[src/rtl/matrix_transpose_pkg.sv]
// Shared element-indexing helper for the matrix transposer and anything that
// needs to address elements inside a row-major flattened matrix bus.
package matrix_transpose_pkg;

  // Bit offset of element (row, col) in a row-major matrix with ncols columns.
  function automatic int elem_lsb(input int row, input int col,
                                  input int ncols, input int width);
    return ((row * ncols) + col) * width;
  endfunction

endpackage

[src/rtl/matrix_transpose_core.sv]
// Purely combinational M x N -> N x M transpose on flat row-major buses.
module matrix_transpose_core
  import matrix_transpose_pkg::*;
#(
  parameter int M          = 6,
  parameter int N          = 6,
  parameter int DATA_WIDTH = 8
) (
  input  logic [M*N*DATA_WIDTH-1:0] a,
  output logic [M*N*DATA_WIDTH-1:0] b
);

  // Pure wiring: output (row j, col i) is input (row i, col j).
  for (genvar i = 0; i < M; i++) begin : g_row
    for (genvar j = 0; j < N; j++) begin : g_col
      localparam int A_LSB = elem_lsb(i, j, N, DATA_WIDTH);
      localparam int B_LSB = elem_lsb(j, i, M, DATA_WIDTH);
      assign b[B_LSB +: DATA_WIDTH] = a[A_LSB +: DATA_WIDTH];
    end
  end

endmodule

[src/rtl/matrix_transpose.sv]
// Registered matrix transposer: one output register stage with valid/ready,
// full throughput of one matrix per cycle.
module matrix_transpose
  import matrix_transpose_pkg::*;
#(
  parameter int M          = 6,
  parameter int N          = 6,
  parameter int DATA_WIDTH = 8
) (
  input  logic                      clk,
  input  logic                      rst,
  input  logic                      in_valid,
  output logic                      in_ready,
  input  logic [M*N*DATA_WIDTH-1:0] a,
  output logic                      out_valid,
  input  logic                      out_ready,
  output logic [M*N*DATA_WIDTH-1:0] b
);

  logic [M*N*DATA_WIDTH-1:0] bt;
  logic                      accept;

  matrix_transpose_core #(
    .M          (M),
    .N          (N),
    .DATA_WIDTH (DATA_WIDTH)
  ) u_core (
    .a (a),
    .b (bt)
  );

  // The slot frees up whenever its current contents leave this same cycle.
  assign in_ready = !out_valid || out_ready;
  assign accept   = in_valid && in_ready;

  always_ff @(posedge clk) begin
    if (rst) begin
      out_valid <= 1'b0;
      b         <= '0;
    end else if (accept) begin
      out_valid <= 1'b1;
      b         <= bt;
    end else if (out_ready) begin
      out_valid <= 1'b0;
    end
  end

endmodule

[config.mk]
export PLATFORM = sky130hd
export DESIGN_NAME = matrix_transpose
export DESIGN_NICKNAME = d
export VERILOG_FILES = /design/src/rtl/matrix_transpose_pkg.sv /design/src/rtl/matrix_transpose_core.sv /design/src/rtl/matrix_transpose.sv
export SDC_FILE = /design/constraint.sdc
export NUM_CORES = 1
export LEC_CHECK = 0
export BUFFER_PORTS_ARGS = -buffer_cell sky130_fd_sc_hd__clkbuf_2
export CORE_AREA = 10 10 216 218
export DETAILED_ROUTE_END_ITERATION = 10
export DIE_AREA = 0 0 226 228
export PLACE_DENSITY = 0.51
export SKIP_LAST_GASP = 1
export SLEW_MARGIN = 20
export SYNTH_ARGS = -nofsm -noshare
export SYNTH_HDL_FRONTEND = slang
export SYNTH_SLANG_ARGS = --single-unit
[constraint.sdc]
create_clock -name clk -period 2.3 [get_ports clk]
set_input_delay 0.23 -clock clk [delete_from_list [all_inputs] [get_ports clk]]
set_output_delay 0.23 -clock clk [all_outputs]
set_load 0.02 [all_outputs]
# After elaboration in Yosys (flattened, before gate mapping)
# Cells that the tools add are included.
# totals
reg_bits	289
output_inout_bits	290
word_cells	8
# classes
n_mux	2
n_reduce_logical	4
# op_table
cell	count
$mux W1	2
$reduce_bool A2 Y1	1
$logic_and A1 B1 Y1	1
$logic_not A1 Y1	1
$logic_or A1 B1 Y1	1

# Depth between registers and ports, before layout
# depth
depth_word	4
mapped_depth	6
ltp_nobuf	3

# Modules after synthesis
# A second synthesis with hierarchy kept.
# unflattened
hier_cells	1604
area_unflattened_um2	14557.7
# modules_own_cells
module	n_inst	cells_per_inst	area_each_um2	seq_area_each_um2
matrix_transpose	1	1316	12395.6	5785.5
matrix_transpose_core	1	288	2162.1	0.0

# Least setup slack after synthesis
# Ideal clock, no wire load.
# synth_path
path_type	reg2reg
startpoint	register out_valid
endpoint	register b[263]
setup_ns	0.070
arrival_time_ns	1.236
required_time_ns	2.230
path_slack_ns	0.994
stages_incl_launch_ff	7
path_buffers	3
period_less_slack_ns	1.306
cell_sequence	dfxtp_1 > nand2b_4 > buf_6 > buf_6 > buf_4 > a21bo_1 > a21oi_1
# synth_between
elab_chain_cells	3
# synth_rtl
element	line_no	text
start, declared	matrix_transpose.sv:15	output logic out_valid,
start signal, assigned	matrix_transpose.sv:38	out_valid <= 1'b0;
start signal, assigned	matrix_transpose.sv:41	out_valid <= 1'b1;
start signal, assigned	matrix_transpose.sv:44	out_valid <= 1'b0;
$logic_not A1 Y1	matrix_transpose.sv:33	assign in_ready = !out_valid || out_ready;
$logic_or A1 B1 Y1	matrix_transpose.sv:33	
$logic_and A1 B1 Y1	matrix_transpose.sv:34	assign accept = in_valid && in_ready;
end signal, assigned	matrix_transpose.sv:42	b <= bt;
end, declared	matrix_transpose.sv:17	output logic [M*N*DATA_WIDTH-1:0] b
# Every way passes these cells.
# A chain may end at the register's enable or synchronous reset.

# Worst setup path after layout
# layout_path
startpoint	register out_valid
endpoint	output in_ready
# layout_between
elab_chain_cells	2
# layout_rtl
element	line_no	text
$logic_not A1 Y1	matrix_transpose.sv:33	
$logic_or A1 B1 Y1	matrix_transpose.sv:33	
end, declared	matrix_transpose.sv:13	output logic in_ready,
# Every way passes these cells.

==> results_tabular.tex <==
\begin{tabular}{lr}
\hline
Metric & Value \\
\hline
\multicolumn{2}{l}{\textbf{Outcome}} \\
\quad Status & complete, no violations \\
\multicolumn{2}{l}{\textbf{Yosys}} \\
\quad Largest family of logic cells by synthesized area & compound AO/OA/AOI/OAI gates \\
\quad Synth warn & 0 \\
\quad Number of cells produced by synthesis & 1316 \\
\quad Yosys cell types & 12 \\
\quad Area share of fa/ha/maj cells after synthesis & 0 \\
\quad Part of the Yosys area used for sequential elements & 0.467 \\
\quad Synth Area in XOR/XNOR & 0 \\
\quad Number of synthesized register bits & 289 \\
\quad Synthesized-area fraction occupied by ao, oa, aoi and oai cells & 0.349 \\
\quad Number of nets produced by synthesis & 1608 \\
\quad Syn avg cell area & 9.42 um2 \\
\quad Mux contribution to synthesized area & 0 \\
\quad Post-synthesis instance area & 12400 um2 \\
\quad Area share of and/or/nand/nor cells after synthesis & 0.117 \\
\multicolumn{2}{l}{\textbf{Global route}} \\
\quad Combined global-route utilization of all metal layers & 0.183 \\
\quad First-pass GRT wire length & 75500 um \\
\quad Largest net degree at the start of global routing & 85 \\
\quad Overflow left after global routing & 0 \\
\quad Number of antenna violations at the first check in global routing & 1 \\
\quad Vias in the first global route & 12700 \\
\multicolumn{2}{l}{\textbf{Floorplanning}} \\
\quad Ports placed on the boundary & 582 \\
\quad Full die area & 51500 um2 \\
\quad Die height & 228 um \\
\quad Core Footprint & 42500 um2 \\
\quad Initial cell density of the core & 0.292 \\
\quad Standard-cell rows & 76 \\
\quad Horizontal die dimension & 226 um \\
\multicolumn{2}{l}{\textbf{CTS}} \\
\quad CTS sink cnt & 289 \\
\quad Root buf cell & clkbuf\_16 \\
\quad Post-CTS Hold Fix Bufs & 286 \\
\quad Post-CTS setup repair buffer count & 0 \\
\quad CTS H-tree depth & 2 \\
\quad Cts bufs inserted & 36 \\
\quad Reg clk slew, reported paths & 0.05 ns \\
\quad CTS tree & built \\
\quad PostCTS Resize Cnt & 0 \\
\quad Clock latency at the later pin of the worst-skew pair & 0.52 ns \\
\quad CTS max path bufs & 3 \\
\multicolumn{2}{l}{\textbf{Placed design}} \\
\quad Count of input and output buffers & 581 \\
\quad Placed instance count & 2330 \\
\quad Gp weighted congestion & 0.788 \\
\quad Hpwl dp & 34400 um \\
\multicolumn{2}{l}{\textbf{Pwr}} \\
\quad Design internal power & 9930 uW \\
\quad Net switching component of the power & 3650 uW \\
\quad Combinational Power Share & 0.182 \\
\quad Clock share of power & 0.417 \\
\quad Switching Share & 0.269 \\
\quad Part of the total power dissipated in sequential elements & 0.401 \\
\quad Power density over cell area & 688 nW/um2 \\
\quad Leakage power & 0.00889 uW \\
\quad IR drop worst, VDD & 0.590 mV \\
\multicolumn{2}{l}{\textbf{Timing}} \\
\quad Number of failing hold endpoints at the final stage & 0 \\
\quad Sum of negative setup slack & 0 ns \\
\quad Count of endpoints failing setup in the final report & 0 \\
\quad Max\_slew headroom & 0.612 \\
\quad Actual transition at the worst max-transition pin & 0.582 ns \\
\quad Skew final & 0.0120 ns \\
\quad Number of max-slew violations in the final report & 0 \\
\quad Period utilisation layout & 0.920 \\
\quad Setup repair after global routing missed its margin & no \\
\quad Clock period minus worst slack & 2.12 ns \\
\quad Upper clock frequency limit & 473 MHz \\
\multicolumn{2}{l}{\textbf{Route}} \\
\quad Number of routed nets with antenna violations & 0 \\
\quad Overall via count from detail\_route & 12800 \\
\quad Routed via count divided by cell count & 4.79 \\
\quad Number of search-and-repair iterations in the first detailed-routing pass & 5 \\
\quad Total DRC errors in the routed layout & 0 \\
\quad Number of DRC markers after the initial detailed-route iteration & 794 \\
\quad Post-DR wirelength/cell & 18.6 um \\
\quad WL final & 49700 um \\
\multicolumn{2}{l}{\textbf{Final layout}} \\
\quad Share of layout cells above drive strength 1 & 0.393 \\
\quad Final std cells w/o fill & 2678 \\
\quad Final \#Nets & 2400 \\
\quad Post-synthesis to final-layout area growth & 59.3\% \\
\quad Filler cell count & 4093 \\
\multicolumn{2}{l}{\textbf{Worst setup path}} \\
\quad Peak per-stage delay on the critical path & 0.45 ns \\
\quad Destination of the worst register-to-register timing path & b[195] \\
\quad Max FO, Critical Path & 33 \\
\quad CP Class & flip-flop to primary output \\
\quad WP buf/inv & 2 \\
\quad Nature of the critical path endpoint & primary output \\
\quad Slowest stage cell, crit path & nand2b\_4 \\
\quad Element type at the critical path start & flip-flop \\
\quad CP Data Required Time & 2.07 ns \\
\quad Count of cells along the worst register-to-register path & 4 \\
\quad Critical path, cell by cell & nand2b\_4 > buf\_4 > clkbuf\_2 \\
\quad Startpoint of the worst-slack reg-to-reg timing path & out\_valid \\
\quad Kind of cell adding the most delay to the critical path & buffers and inverters \\
\quad Data arrival, critical path & 1.89 ns \\
\quad Worst-case register-to-register setup slack & 0.62 ns \\
\multicolumn{2}{l}{\textbf{Min path}} \\
\quad Class of the worst hold path & input pin to flip-flop \\
\quad Min-Delay Startpoint & a[10] \\
\quad Number of cells on the worst hold path & 3 \\
\quad WHS Endpoint & b[50] \\
\multicolumn{2}{l}{\textbf{Flow run}} \\
\quad Max-cap check violation count & 0 \\
\hline
\end{tabular}
power groups by stage:
| stage | registers, uW | logic (uW) | clock network (uW) |
|---|---|---|---|
| after global routing | 5480 | 2650 | 6010 |
| after detailed placement | 5550 | 2070 | 0 |
| after global placement | 5540 | 2060 | 0 |
| after floorplan | 5900 | 875 | 0 |
| final | 5450 | 2470 | 5670 |
| after CTS | 5440 | 2480 | 5850 |
registers in the layout, indices dropped and copies added (netlist names):
| signal | cells |
|---|---|
| out_valid | 1 |
| b | 288 |
layer usage:
metal	GRT usage	vias to the layer above	share of wire	routed length (um)
met3	0.0484	106	0.068	3400
met4	0.0847	0	0.040	1990
li1	-	6294	-	-
met5	0	-	0	0
met2	0.315	425	0.50	24900
met1	0.206	5996	0.39	19400
cells in the mapped netlist, drive strengths merged:
library cell    n  share of area
a21bo         288           0.23
a21oi         289           0.12
buf            94          0.046
clkbuf         66          0.020
dfxtp         289           0.47
inv             1        0.00030
nand2b          1         0.0011
nand3         288           0.12
cell type report:
type,count,area [um2],share of cell area
tap,546,683,0.0346
inverter,1,3.75,0.000190
clock buffer,57,1100,0.0558
clock inverter,4,70.1,0.00355
antenna,1,2.50,0.000127
multi-input combinational,866,5780,0.293
sequential,289,5790,0.293
timing repair buffer,914,6300,0.319
metrics by stage:
stage	util	total power [uW]	instance area (um2)	hold slack, ns	worst slack [ns]
4_1_cts	0.464	13800	19700	0.00284	0.103
3_3_place_gp	0.369	7600	15700	0.466	0.612
5_1_grt	0.464	14100	19700	0.00959	0.0501
6_report	0.464	13600	19700	0.0256	0.185
2_1_floorplan	-	6770	12400	0.377	0.994
3_5_place_dp	0.369	7620	15700	0.471	0.597
layout by cell type (no fill, tap or decap), drive strengths merged:
| cell type | instances |
|---|---|
| clkbuf | 637 |
| a21oi | 289 |
| dfxtp | 289 |
| nand3 | 288 |
| a21bo | 288 |
| dlygate4sd3 | 286 |
| buf | 48 |
| clkinv | 2 |
| bufinv | 2 |
| diode | 1 |
| nand2b | 1 |
| inv | 1 |
worst max-delay path by stage:
| stage | startpoint | to | slack (ns) | depth (start not counted) |
|---|---|---|---|---|
| final | out_valid | in_ready | 0.18 | 3 |
| after global routing | out_valid | in_ready | 0.05 | 3 |
| after CTS | out_valid | in_ready | 0.10 | 3 |
| after detailed placement | out_ready | b[194] | 0.60 | 5 |
| after global placement | out_ready | b[194] | 0.61 | 5 |
| after floorplan | out_valid | b[263] | 0.99 | 6 |
worst min-delay path, stage by stage:
cell and delay (ns):
clkbuf_2 0.10, nand3_1 0.10, a21oi_1 0.07
cell families after synthesis:
| group | count (synthesis) |
|---|---|
| AOI/OAI and AO/OA | 577 |
| and+or+nand+nor | 289 |
| DFF | 289 |
| buffers and inverters | 161 |
Power figures use the tool's default switching activity.
